**src/rtl/bcd_score_accumulator_pkg.sv**
```systemverilog
`default_nettype none
// ============================================================================
// Module  : bcd_pkg
// Brief   : Shared types, constants and helpers for the BCD score accumulator
// Revision: 1.0 - initial release
// ============================================================================
package bcd_pkg;

  // Accumulator control states
  typedef enum logic [1:0] {
    ST_IDLE   = 2'd0,
    ST_ADD    = 2'd1,
    ST_COMMIT = 2'd2
  } acc_state_t;

  typedef logic [3:0] bcd_digit_t;

  localparam bcd_digit_t BCD_MAX  = 4'h9;
  localparam int         BCD_BASE = 10;

  // Illegal BCD nibbles (A-F) are treated as 9
  function automatic bcd_digit_t bcd_clamp(input bcd_digit_t d);
    return (d > BCD_MAX) ? BCD_MAX : d;
  endfunction

endpackage
`default_nettype wire

```
**src/rtl/bcd_score_accumulator_digit_addsub.sv**
```systemverilog
`default_nettype none
// ============================================================================
// Module  : bcd_digit_addsub
// Brief   : Single-digit BCD add/subtract with carry/borrow in and out
// Revision: 1.0 - initial release
// ============================================================================
module bcd_digit_addsub
  import bcd_pkg::*;
(
  input  bcd_digit_t a,
  input  bcd_digit_t b,
  input  logic       cin,
  input  logic       sub,
  output bcd_digit_t digit,
  output logic       cout
);

  // Operands are valid BCD, so the sum spans 0..19 and the difference -10..9;
  // five bits hold both, with bit 4 acting as the sign of the difference.
  logic [4:0] w_sum;
  logic [4:0] w_diff;

  assign w_sum  = {1'b0, a} + {1'b0, b} + {4'b0000, cin};
  assign w_diff = {1'b0, a} - {1'b0, b} - {4'b0000, cin};

  // Decimal correction of the binary result
  always_comb begin
    digit = w_sum[3:0];
    cout  = 1'b0;
    if (sub) begin
      digit = w_diff[3:0];
      if (w_diff[4]) begin
        digit = 4'(w_diff + 5'(BCD_BASE));
        cout  = 1'b1;
      end
    end else if (w_sum > 5'(BCD_MAX)) begin
      digit = 4'(w_sum - 5'(BCD_BASE));
      cout  = 1'b1;
    end
  end

endmodule
`default_nettype wire

```
**src/rtl/bcd_score_accumulator.sv**
```systemverilog
`default_nettype none
// ============================================================================
// Module  : bcd_score_accumulator
// Brief   : Multi-digit BCD accumulator, digit-serial add/subtract with
//           ready/valid request, synchronous load/clear, wrap or saturate
// Revision: 1.0 - initial release
// ============================================================================
module bcd_score_accumulator
  import bcd_pkg::*;
#(
  parameter int NUM_DIGITS = 4,
  parameter bit SATURATE   = 1'b0
) (
  input  logic                    clk,
  input  logic                    resetN,
  input  logic                    enable_cnt,
  input  logic                    clear,
  input  logic                    load,
  input  logic [4*NUM_DIGITS-1:0] load_value,
  input  logic                    add_valid,
  input  logic [4*NUM_DIGITS-1:0] add_value,
  input  logic                    sub,
  output logic                    ready,
  output logic [4*NUM_DIGITS-1:0] count,
  output logic                    zero,
  output logic                    done_pulse,
  output logic                    overflow_pulse
);

  localparam int                W         = 4 * NUM_DIGITS;
  localparam int                IDX_W     = (NUM_DIGITS > 1) ? $clog2(NUM_DIGITS) : 1;
  localparam logic [IDX_W-1:0]  LAST_IDX  = IDX_W'(NUM_DIGITS - 1);
  localparam logic [W-1:0]      ALL_NINES = {NUM_DIGITS{BCD_MAX}};

  acc_state_t       state_q, state_d;
  logic [W-1:0]     count_q;
  logic [W-1:0]     shadow_q;   // result under construction, never visible
  logic [W-1:0]     operand_q;
  logic             sub_q;
  logic             carry_q;
  logic [IDX_W-1:0] idx_q;
  logic             done_q;
  logic             ovf_q;

  logic [W-1:0]     w_add_clamped;
  logic [W-1:0]     w_load_clamped;
  bcd_digit_t       w_dig_a, w_dig_b, w_dig_res;
  logic             w_dig_cout;
  logic             w_accept;
  logic             w_last_digit;

  for (genvar g = 0; g < NUM_DIGITS; g++) begin : g_clamp
    assign w_add_clamped[4*g +: 4]  = bcd_clamp(add_value[4*g +: 4]);
    assign w_load_clamped[4*g +: 4] = bcd_clamp(load_value[4*g +: 4]);
  end

  assign ready        = (state_q == ST_IDLE);
  assign w_accept     = add_valid && ready && enable_cnt && !load && !clear;
  assign w_last_digit = (idx_q == LAST_IDX);

  // One digit slice shared across all positions, steered by the index
  assign w_dig_a = shadow_q[4*idx_q +: 4];
  assign w_dig_b = operand_q[4*idx_q +: 4];

  bcd_digit_addsub u_digit (
    .a     (w_dig_a),
    .b     (w_dig_b),
    .cin   (carry_q),
    .sub   (sub_q),
    .digit (w_dig_res),
    .cout  (w_dig_cout)
  );

  // State register
  always_ff @(posedge clk or negedge resetN) begin
    if (!resetN) state_q <= ST_IDLE;
    else         state_q <= state_d;
  end

  // Next-state logic; clear forces IDLE from anywhere
  always_comb begin
    state_d = state_q;
    unique case (state_q)
      ST_IDLE:   if (w_accept)     state_d = ST_ADD;
      ST_ADD:    if (w_last_digit) state_d = ST_COMMIT;
      ST_COMMIT:                   state_d = ST_IDLE;
      default:                     state_d = ST_IDLE;
    endcase
    if (clear) state_d = ST_IDLE;
  end

  // Datapath: load/latch in IDLE, digit-serial update in ADD, publish in COMMIT
  always_ff @(posedge clk or negedge resetN) begin
    if (!resetN) begin
      count_q   <= '0;
      shadow_q  <= '0;
      operand_q <= '0;
      sub_q     <= 1'b0;
      carry_q   <= 1'b0;
      idx_q     <= '0;
      done_q    <= 1'b0;
      ovf_q     <= 1'b0;
    end else begin
      done_q <= 1'b0;
      ovf_q  <= 1'b0;
      if (clear) begin
        count_q  <= '0;
        shadow_q <= '0;
        carry_q  <= 1'b0;
        idx_q    <= '0;
      end else begin
        case (state_q)
          ST_IDLE: begin
            if (load) begin
              count_q <= w_load_clamped;
            end else if (w_accept) begin
              operand_q <= w_add_clamped;
              sub_q     <= sub;
              shadow_q  <= count_q;
              idx_q     <= '0;
              carry_q   <= 1'b0;
            end
          end
          ST_ADD: begin
            shadow_q[4*idx_q +: 4] <= w_dig_res;
            carry_q                <= w_dig_cout;
            idx_q                  <= idx_q + 1'b1;
          end
          ST_COMMIT: begin
            if (carry_q && SATURATE) count_q <= sub_q ? '0 : ALL_NINES;
            else                     count_q <= shadow_q;
            done_q <= 1'b1;
            ovf_q  <= carry_q;
          end
          default: ;
        endcase
      end
    end
  end

  assign count          = count_q;
  assign zero           = (count_q == '0);
  assign done_pulse     = done_q;
  assign overflow_pulse = ovf_q;

endmodule
`default_nettype wire

```
**config.mk**
```make
export PLATFORM = sky130hd
export DESIGN_NAME = bcd_score_accumulator
export DESIGN_NICKNAME = d
export VERILOG_FILES = /design/src/rtl/bcd_score_accumulator_pkg.sv /design/src/rtl/bcd_score_accumulator_digit_addsub.sv /design/src/rtl/bcd_score_accumulator.sv
export SDC_FILE = /design/constraint.sdc
export NUM_CORES = 1
export LEC_CHECK = 0
export CAP_MARGIN = 15
export CORE_UTILIZATION = 58
export CTS_CLUSTER_DIAMETER = 40
export DETAILED_ROUTE_END_ITERATION = 16
export HOLD_SLACK_MARGIN = 0.12
export PLACE_DENSITY = 0.86
export SYNTH_ARGS = -nofsm -noshare
export SYNTH_HDL_FRONTEND = slang
export SYNTH_SLANG_ARGS = --single-unit
```
**constraint.sdc**
```tcl
create_clock -name clk -period 11.6 [get_ports clk]
set_clock_uncertainty 0.15 [all_clocks]
set_input_delay 2.32 -clock clk [delete_from_list [all_inputs] [get_ports clk]]
set_output_delay 2.32 -clock clk [all_outputs]
set_load 0.03 [all_outputs]
```
After elaboration in Yosys (flattened, before gate mapping)
Cells that the tools add are included.
{ "totals": {"wordCells": 91, "out_inout_bits": 20, "in_bits": 39, "reg_bits": 56} }
{ "classes": {"reduce_logical": 14, "n_addsub": 8, "n_eq_ne": 7, "shift": 4, "n_lt_le_gt_ge": 9, "n_bitwise": 2, "n_mux": 38} }
{ "op_table": {"columns": ["op", "n"], "rows": [
  ["16-bit 2-to-1 mux", 5],
  ["16-bit one-hot mux with 2 select lines", 2],
  ["4-bit 2-to-1 mux", 11],
  ["4-bit negation with 34-bit output", 1],
  ["4-bit by 34-bit variable shift with 16-bit output (first input constant)", 1],
  ["4-bit by 34-bit indexed part select with 16-bit output", 1],
  ["4-bit > comparator (second input constant)", 8],
  ["16-bit by 5-bit indexed part select with 4-bit output", 2],
  ["16-bit bitwise mux", 1],
  ["16-bit logical NOT", 1],
  ["2-bit 2-to-1 mux", 6],
  ["1-bit 2-to-1 mux", 10],
  ["3-bit inequality test (second input constant)", 3],
  ["2-bit one-hot mux with 2 select lines", 2],
  ["3-bit nonzero test", 2],
  ["4-bit by 4-bit adder with 5-bit output", 1],
  ["5-bit by 1-bit adder with 5-bit output", 1],
  ["5-bit by 4-bit > comparator with 1-bit output (second input constant)", 1],
  ["4-bit by 4-bit subtractor with 5-bit output", 1],
  ["5-bit by 1-bit subtractor with 5-bit output", 1],
  ["4-bit adder (second input constant)", 1],
  ["2-bit == test (second input constant)", 2],
  ["1-bit logical AND", 4],
  ["2-bit AND reduction", 2],
  ["other kinds (10)", 12]
]} }

Logic depth before layout (Yosys ltp)
Gate-level depths: netlist (run 1).
{ "logic_depth": {"ltp_word": 10, "depth_mapped": 13, "ltp_nobuf": 12} }

Modules after synthesis
From an unflattened synthesis (run 1), not the netlist that was laid out.
{ "hier_totals": {"cells_unflattened": 357, "area_unflattened_um2": 3811.2} }
{ "by_module_without_submodules": {"columns": ["mod", "seq_area_each_um2", "area_each_um2", "instances", "cells_per_inst"], "rows": [
  ["bcd_score_accumulator", 1401.3, 3231.8, 1, 285],
  ["bcd_digit_addsub", 0.0, 579.3, 1, 72]
]} }

Worst setup path before layout (run 1)
OpenSTA, ideal clock, no wires.
{ "synth_path": {"kind": "register to register", "startpoint": "register idx_q[0]", "endpoint": "register shadow_q[14]", "setup_ns": 0.083, "arrival_ns": 3.566, "required_time_ns": 11.367, "synth_period_minus_slack_ns": 3.799, "stages_incl_launch_ff": 12, "n_path_buf": 1, "path_slack_ns": 7.801, "path_cell_list": "dfrtp_1 -> buf_2 -> mux4_2 -> fa_1 -> fa_1 -> xnor2_1 -> inv_1 -> ha_1 -> a221oi_4 -> nor4_1 -> a211o_1 -> o22ai_1"} }
{ "synth_via": {"elab_chain_cells": 10, "elab_cells_between_ends": 18, "cone_classes": "add/sub: 7; order compare: 1; shift: 4; mux: 6"} }
{ "synth_lines": {"columns": ["item", "line", "text"], "rows": [
  ["start: declaration", "bcd_score_accumulator.sv:41", "logic [IDX_W-1:0] idx_q;"],
  ["start signal: assignment", "bcd_score_accumulator.sv:127", "idx_q <= idx_q + 1'b1;"],
  ["16-bit by 5-bit indexed part select with 4-bit output, on equally long branches", "bcd_score_accumulator.sv:62, bcd_score_accumulator.sv:63", null],
  ["4-bit by 4-bit adder with 5-bit output or 4-bit by 4-bit subtractor with 5-bit output (tied branches)", "bcd_score_accumulator_digit_addsub.sv:23, bcd_score_accumulator_digit_addsub.sv:24", null],
  ["5-bit by 1-bit adder with 5-bit output or 5-bit by 1-bit subtractor with 5-bit output (tied branches)", "bcd_score_accumulator_digit_addsub.sv:23, bcd_score_accumulator_digit_addsub.sv:24", null],
  ["4-bit subtractor (tied with other cells)", "bcd_score_accumulator_digit_addsub.sv:37", "digit = 4'(w_sum - 5'(BCD_BASE));"],
  ["4-bit 2-to-1 mux, on equally long branches", "bcd_score_accumulator_digit_addsub.sv:36, bcd_score_accumulator_digit_addsub.sv:32", null],
  ["4-bit 2-to-1 mux", "bcd_score_accumulator_digit_addsub.sv:30", "if (sub) begin"],
  ["4-bit by 34-bit indexed part select with 16-bit output", "bcd_score_accumulator.sv:125", "shadow_q[4*idx_q +: 4] <= w_dig_res;"],
  ["16-bit bitwise mux (*)", "bcd_score_accumulator.sv:125", null],
  ["16-bit one-hot mux with 2 select lines (*)", "bcd_score_accumulator.sv:112", "case (state_q)"],
  ["16-bit 2-to-1 mux (*)", "bcd_score_accumulator.sv:106", "if (clear) begin"],
  ["end signal: assignment", "bcd_score_accumulator.sv:119", "shadow_q <= count_q;"],
  ["end signal: indexed assignment", "bcd_score_accumulator.sv:125", null],
  ["end: declaration", "bcd_score_accumulator.sv:37", "logic [W-1:0] shadow_q;"]
]} }
Every way passes the cells marked *; elsewhere a longest branch is shown, timed or not.
A chain may end at the register's enable or synchronous reset.

Worst setup path after layout (run 1)
{ "layout_path": {"startpoint": "input clear", "endpoint": "register operand_q[3]"} }
{ "layout_via": {"elab_chain_cells": 3, "elab_cells_between_ends": 4, "cone_classes": "bitwise: 1; reduce/logical: 3"} }
{ "layout_lines": {"columns": ["item", "line", "text"], "rows": [
  ["start: declaration", "bcd_score_accumulator.sv:17", "input logic clear,"],
  ["1-bit logical NOT", "bcd_score_accumulator.sv:58", "assign w_accept = add_valid && ready && enable_cnt && !load && !clear;"],
  ["1-bit logical AND", "bcd_score_accumulator.sv:58", null],
  ["4-bit AND reduction (no source line) (*)", null, null],
  ["end signal: assignment", "bcd_score_accumulator.sv:117", "operand_q <= w_add_clamped;"],
  ["end: declaration", "bcd_score_accumulator.sv:38", "logic [W-1:0] operand_q;"]
]} }
Marks and branches as above.

==> metrics.yaml, run 1 <==
placed_design:
  dpl.hpwl_microns: 6493
  place_congestion: 0.9035
  place_area_sq_mm: 0.004056
  dp_cells: 474
  port_buffers: 58
worst_setup_path:
  slowest_delay_ns: 0.97
  arrival_ns: 4.78
  critPathTopFamily: "simple AND/OR/NAND/NOR gates"
  r2r_cells: 10
  r2r_end: "shadow_q[1]"
  crit_slowest_cell: "nand3b_1"
  cp-startpoint: "clear"
  crit_fanout: 31
  start_kind: "input port"
  worstPathRequired_ns: 11.65
  path_buf_inv: 1
  critPathKind: "input port to flop"
  crit_path_end: "operand_q[3]"
  critPathCaptureType: "flop"
  ff2ff_setup_slack_ns: 7.22
  crit_chain: "clkdlybuf4s50_1 -> nand3b_1 -> mux2_2"
  r2r_start: "idx_q[0]"
  crit_cells: 3
drt:
  vias: 3114
  wl_met1_microns: 3566
  route.met2.wl_microns: 4417
  drt_pre_antenna_iters: 7
  wl_per_cell_microns: 18.33
  ant_nets: 0
  wl_met3_microns: 698
  drc: 0
  routed.top_layer: "met4"
  vias_per_cell: 6.447
  drt_iter0_drc: 323
  wl_microns: 8853
logic_synthesis:
  synthTopCellsByArea: "dfrtp_1, o21ai_0, ha_1"
  synthXorXnorAreaFrac_pct: 1.019
  synth_cells: 358
  synth_top_cell_by_area: "dfrtp_1"
  async_flop_share_pct: 100.0
  yosys.area_share.simple_pct: 17.21
  syn_avg_cell_area_sq_um: 9.608
  syn_nets: 416
  yosys_most_used_dff: "dfrtp_1"
  synth_seq_cells: 56
  synth_top_area_share_pct: 40.74
  synthAdderAreaFrac_pct: 7.785
  ys_seq_area_share_pct: 40.74
  synth_top_family_by_area: "compound AO/OA/AOI/OAI gates"
  synth_edf_count: 0
  synth_compound_area_share_pct: 20.55
  ys_warn_count: 0
  synth_area_sq_mm: 0.003440
  synth_cell_types: 48
  muxShareOfSynthArea_pct: 9.203
clocking:
  cts_setup_buffers: 0
  cts_sinks: 56
  cts.path.max_buffers: 2
  holdBufCountCts: 0
  cts_resized: 0
  clk_latency_ns: 0.31
  path_clk_slew_ns: 0.10
  cts_root_buf: "clkbuf_8"
  htree_num_levels: 2
  cts_buffers: 5
  cts_tree: "built"
sta:
  period_share_pct: 40.74
  hold_viol: 0
  fmax_mhz: 211.6
  slew_headroom_pct: 31.95
  setup_viol: 0
  setup_tns_ns: 0
  final.min_clock_period_ns: 4.726
  rsz0062_at_grt: "false"
  final_max_slew_viol_count: 0
  worstMarginPinSlew_ns: 1.018
layout:
  fin_area_sq_mm: 0.004172
  n_antenna_cell: 0
  final_cells: 483
  layout_commonest_cell: "clkdlybuf4s50_1"
  area_growth_pct: 21.28
  fill_cells: 432
  layout_common_cells: "clkdlybuf4s50_1, dfrtp_1, o21ai_0, nand2_1, nor2_1"
  nets: 468
  drive_gt1_share_pct: 6.813
grt:
  grt_pass1_wl_microns: 14280
  globalRouteOverflowTotal: 0
  grt_pass1_vias: 2936
  grt_max_degree: 57
  grt.total_usage_pct: 30.34
  antenna_found_initial: 0
floorplanning:
  start_util_pct: 61.33
  die_w_microns: 79.01
  ios: 59
  die_area_sq_mm: 0.006243
  rows: 27
  coreArea_sq_mm: 0.005608
  die_h_microns: 79.01
run:
  cap_violations: 0
power_and_ir_drop:
  peakVddDrop_mv: 0.06456
  p_leak_nw: 1.767
  p_per_area_mw_per_mm2: 138.2
hold_path:
  min_from: "operand_q[6]"
  min_path_cells: 2
  hold_class: "flop to flop"
outcome:
  status: "complete, no violations"
-- power breakdown --
group	switching [mW]	internal, mW	leakage, nW
registers	0.0172	0.213	0.748
logic	0.122	0.0952	0.964
clock network	0.0647	0.0642	0.0552
total	0.204	0.373	1.77
-- stage by stage --
stage                     setup slack (ns)  utilization, %  total power [mW]  hold WS [ns]
after floorplan                      7.801               -            0.3798        0.2946
after global placement               6.596           72.33            0.4364        0.3089
after detailed placement             6.579           72.33            0.4457        0.3199
after CTS                            6.933           74.25            0.5737        0.3425
after global routing                 6.744           74.39            0.6081        0.3733
final                                6.874           74.39            0.5766        0.3428
-- registers in the layout, indices dropped and copies added (netlist names), 2 cells and up --
register and count:
count 16, operand_q 16, shadow_q 16, idx_q 2, state_q 2
-- worst reg2reg max path, delay by kind of cell (launching register included) --
family                     cells  cell delay (ns)
xor gates and xnor gates       1             0.30
buffers and inverters          1             0.09
muxes                          1             0.67
DFF                            1             0.90
AOI/OAI and AO/OA              4             0.99
adders and majority gates      3             1.13
-- cell type report --
| type | count | area [sq um] | share of cell area, % |
|---|---|---|---|
| clock inverter | 2 | 35.03 | 0.8398 |
| tap | 72 | 90.09 | 2.160 |
| multi-input combinational | 271 | 1918 | 45.98 |
| timing repair buffer | 61 | 598.1 | 14.34 |
| clock buffer | 6 | 72.57 | 1.740 |
| inverter | 15 | 56.30 | 1.350 |
| sequential | 56 | 1401 | 33.59 |
-- cell usage after synthesis, types with 5 or more instances --
master	number
dfrtp_1	56
o21ai_0	39
nand2_1	37
nor2_1	25
a21oi_1	18
a22oi_1	15
ha_1	15
inv_1	15
nand2b_1	15
o22ai_1	15
clkbuf_1	13
mux2i_1	8
mux4_2	8
nor3b_1	7
mux2_2	5
nor4_1	5
-- routing by layer --
layer,track usage (%),vias to the layer above
met5,0,-
met3,5.747,19
met1,40.89,1501
met2,49.05,185
li1,-,1409
met4,10.91,0
-- logic make-up after synthesis --
| logic type | count (synthesis) |
|---|---|
| simple gates | 116 |
| fa+ha+maj | 19 |
| flops | 56 |
| compound gates | 111 |
| mux | 21 |
| xor+xnor | 4 |
| buf+inv | 31 |
-- worst min path at each step --
stage,end,slack [ns]
finish,operand_q[6],0.34
global route,operand_q[5],0.37
CTS,operand_q[6],0.34
detailed placement,operand_q[6],0.32
global placement,operand_q[13],0.31
floorplan,operand_q[10],0.29
(Power assumes the default switching activity.)
==> run 2: changes to the inputs <==
--- a/config.mk
+++ b/config.mk
@@ -6,11 +6,11 @@
 export NUM_CORES = 1
 export LEC_CHECK = 0
 export CAP_MARGIN = 15
-export CORE_UTILIZATION = 58
+export CORE_UTILIZATION = 53
 export CTS_CLUSTER_DIAMETER = 40
 export DETAILED_ROUTE_END_ITERATION = 16
 export HOLD_SLACK_MARGIN = 0.12
-export PLACE_DENSITY = 0.86
+export PLACE_DENSITY = 0.8
 export SYNTH_ARGS = -nofsm -noshare
 export SYNTH_HDL_FRONTEND = slang
 export SYNTH_SLANG_ARGS = --single-unit
==> constraint.sdc (replaced) <==
create_clock -name clk -period 4.85 [get_ports clk]
set_clock_uncertainty 0.15 [all_clocks]
set_input_delay 0.97 -clock clk [delete_from_list [all_inputs] [get_ports clk]]
set_output_delay 0.97 -clock clk [all_outputs]
set_load 0.03 [all_outputs]
==> metrics.yaml, run 2 (synthesized netlist as in run 1, its figures left out) <==
drt:
  wl_microns: 8499  # -4.0%
  vias: 2979  # -4.3%
  wl_per_cell_microns: 17.49  # -4.6%
  drc: 0  # unchanged
  ant_nets: 0  # unchanged
  vias_per_cell: 6.130  # -4.9%
  drt_pre_antenna_iters: 5  # -2
  drt_iter0_drc: 202  # -37%
sta:
  fmax_mhz: 238.4
  worstMarginPinSlew_ns: 0.9767  # -0.04093 ns
  slew_headroom_pct: 34.69  # +2.7 points
  final_max_slew_viol_count: 0  # unchanged
  setup_viol: 0  # unchanged
  setup_tns_ns: 0  # unchanged
  final.min_clock_period_ns: 4.194
  rsz0062_at_grt: "false"
  hold_viol: 0  # unchanged
  period_share_pct: 86.48
clocking:
  cts_setup_buffers: 0  # unchanged
  cts_root_buf: "clkbuf_8"
  clk_latency_ns: 0.31  # about the same
  cts.path.max_buffers: 2  # unchanged
  htree_num_levels: 2  # unchanged
  cts_buffers: 5  # unchanged
  cts_resized: 0  # unchanged
  path_clk_slew_ns: 0.10  # about the same
  cts_sinks: 56  # unchanged
  holdBufCountCts: 0  # unchanged
  cts_tree: "built"
power_and_ir_drop:
  pwr-share-seq_pct: 41.8  # +1.8 points
  power_frac_comb_pct: 38.4  # +0.7 points
  power.total_mw: 1.318  # +130%
  p_int_uw: 839.9  # +130%
  p_leak_nw: 1.759  # -0.49%
  clkPwrFrac_pct: 19.8  # -2.6 points
  p_switching_uw: 477.6  # +130%
  power_switching_share_pct: 36.25  # +0.88 points
  p_per_area_mw_per_mm2: 317.0  # +130%
  peakVddDrop_mv: 0.1803  # +180%
floorplanning:
  ios: 59  # unchanged
  rows: 28  # +3.7%
  die_area_sq_mm: 0.006816  # +9.2%
  die_h_microns: 82.56  # +4.5%
  coreArea_sq_mm: 0.006096  # +8.7%
  start_util_pct: 56.42  # -4.9 points
  die_w_microns: 82.56  # +4.5%
grt:
  grt_pass1_wl_microns: 13470  # -5.7%
  globalRouteOverflowTotal: 0  # unchanged
  grt_pass1_vias: 2764  # -5.9%
  antenna_found_initial: 0  # unchanged
  grt_max_degree: 40  # -30%
  grt.total_usage_pct: 26.83  # -3.5 points
layout:
  nets: 469  # +0.21%
  area_growth_pct: 20.84
  drive_gt1_share_pct: 6.813  # unchanged
  n_antenna_cell: 0  # unchanged
  layout_commonest_cell: "clkdlybuf4s50_1"
  layout_common_cells: "clkdlybuf4s50_1, dfrtp_1, o21ai_0, nand2_1, nor2_1"
  fill_cells: 499  # +16%
hold_path:
  hold_class: "flop to flop"
worst_setup_path:
  start_kind: "flop"
  arrival_ns: 4.23  # -0.55 ns
  cp-startpoint: "idx_q[0]"
  crit_fanout: 17  # -45%
  r2r_cells: 10  # unchanged
  r2r_end: "shadow_q[5]"
  critPathCaptureType: "flop"
  critPathKind: "flop to flop"
  worstPathRequired_ns: 4.88  # -6.77 ns
  r2r_start: "idx_q[0]"
  crit_path_end: "shadow_q[5]"
  ff2ff_setup_slack_ns: 0.66  # -6.56 ns
placed_design:
  dpl.hpwl_microns: 6503  # +0.15%
  place_congestion: 0.9231  # +2.2%
  port_buffers: 58  # unchanged
outcome:
  status: "complete, no violations"
run:
  cap_violations: 0  # unchanged
run 2: power by group through the flow:
| stage | sequential (mW) | combinational [mW] | clock (mW) |
|---|---|---|---|
| after detailed placement | 0.559 | 0.502 | 0 |
| after CTS | 0.550 | 0.503 | 0.259 |
| after global placement | 0.559 | 0.483 | 0 |
| after global routing | 0.556 | 0.554 | 0.280 |
| after floorplan | 0.558 | 0.350 | 0 |
| final | 0.551 | 0.506 | 0.261 |
run 2: metrics by stage:
step	setup WS, ns	cells	hold WS, ns	util (%)	area [sq um]
final	0.6559	486	0.3429	68.19	4156
after global routing	0.3588	486	0.3716	68.19	4156
after CTS	0.6585	485	0.3451	68.06	4149
after detailed placement	0.6782	478	0.3230	66.73	4068
after global placement	0.8163	478	0.3091	66.73	4068
after floorplan	1.051	358	0.2946	-	3440
run 2: routing by layer:
metal	share of wire, %	track usage, %
met1	45	37.28
met2	46	42.81
met3	6.4	5.165
met4	2.1	7.586
met5	0	0
run 2: critical path, stage by stage (launching register included):
cell and delay [ns]:
dfrtp_1 0.86, mux4_2 0.63, fa_1 0.46, fa_1 0.42, xnor2_1 0.30, inv_1 0.08, ha_1 0.26, a221oi_4 0.35
o21ai_0 0.14, a31oi_2 0.28, o22ai_1 0.15
run 2: area by class of cell:
type / count / area [sq um] / share of cell area (%)
Timing Repair Buffer: 62 / 605.6 / 14.57
Clock inverter: 1 / 8.758 / 0.2107
Multi-Input combinational cell: 271 / 1918 / 46.15
Inverter: 15 / 56.30 / 1.355
Sequential cell: 56 / 1401 / 33.71
Tap cell: 75 / 93.84 / 2.258
Clock buffer: 6 / 72.57 / 1.746
run 2: how the worst min path moves through the flow:
stage	startpoint	end	cells past startpoint
after CTS	operand_q[0]	operand_q[0]	2
final	operand_q[0]	operand_q[0]	2
after global routing	operand_q[5]	operand_q[5]	2
after detailed placement	operand_q[0]	operand_q[0]	2
after floorplan	operand_q[10]	operand_q[10]	2
after global placement	operand_q[6]	operand_q[6]	2
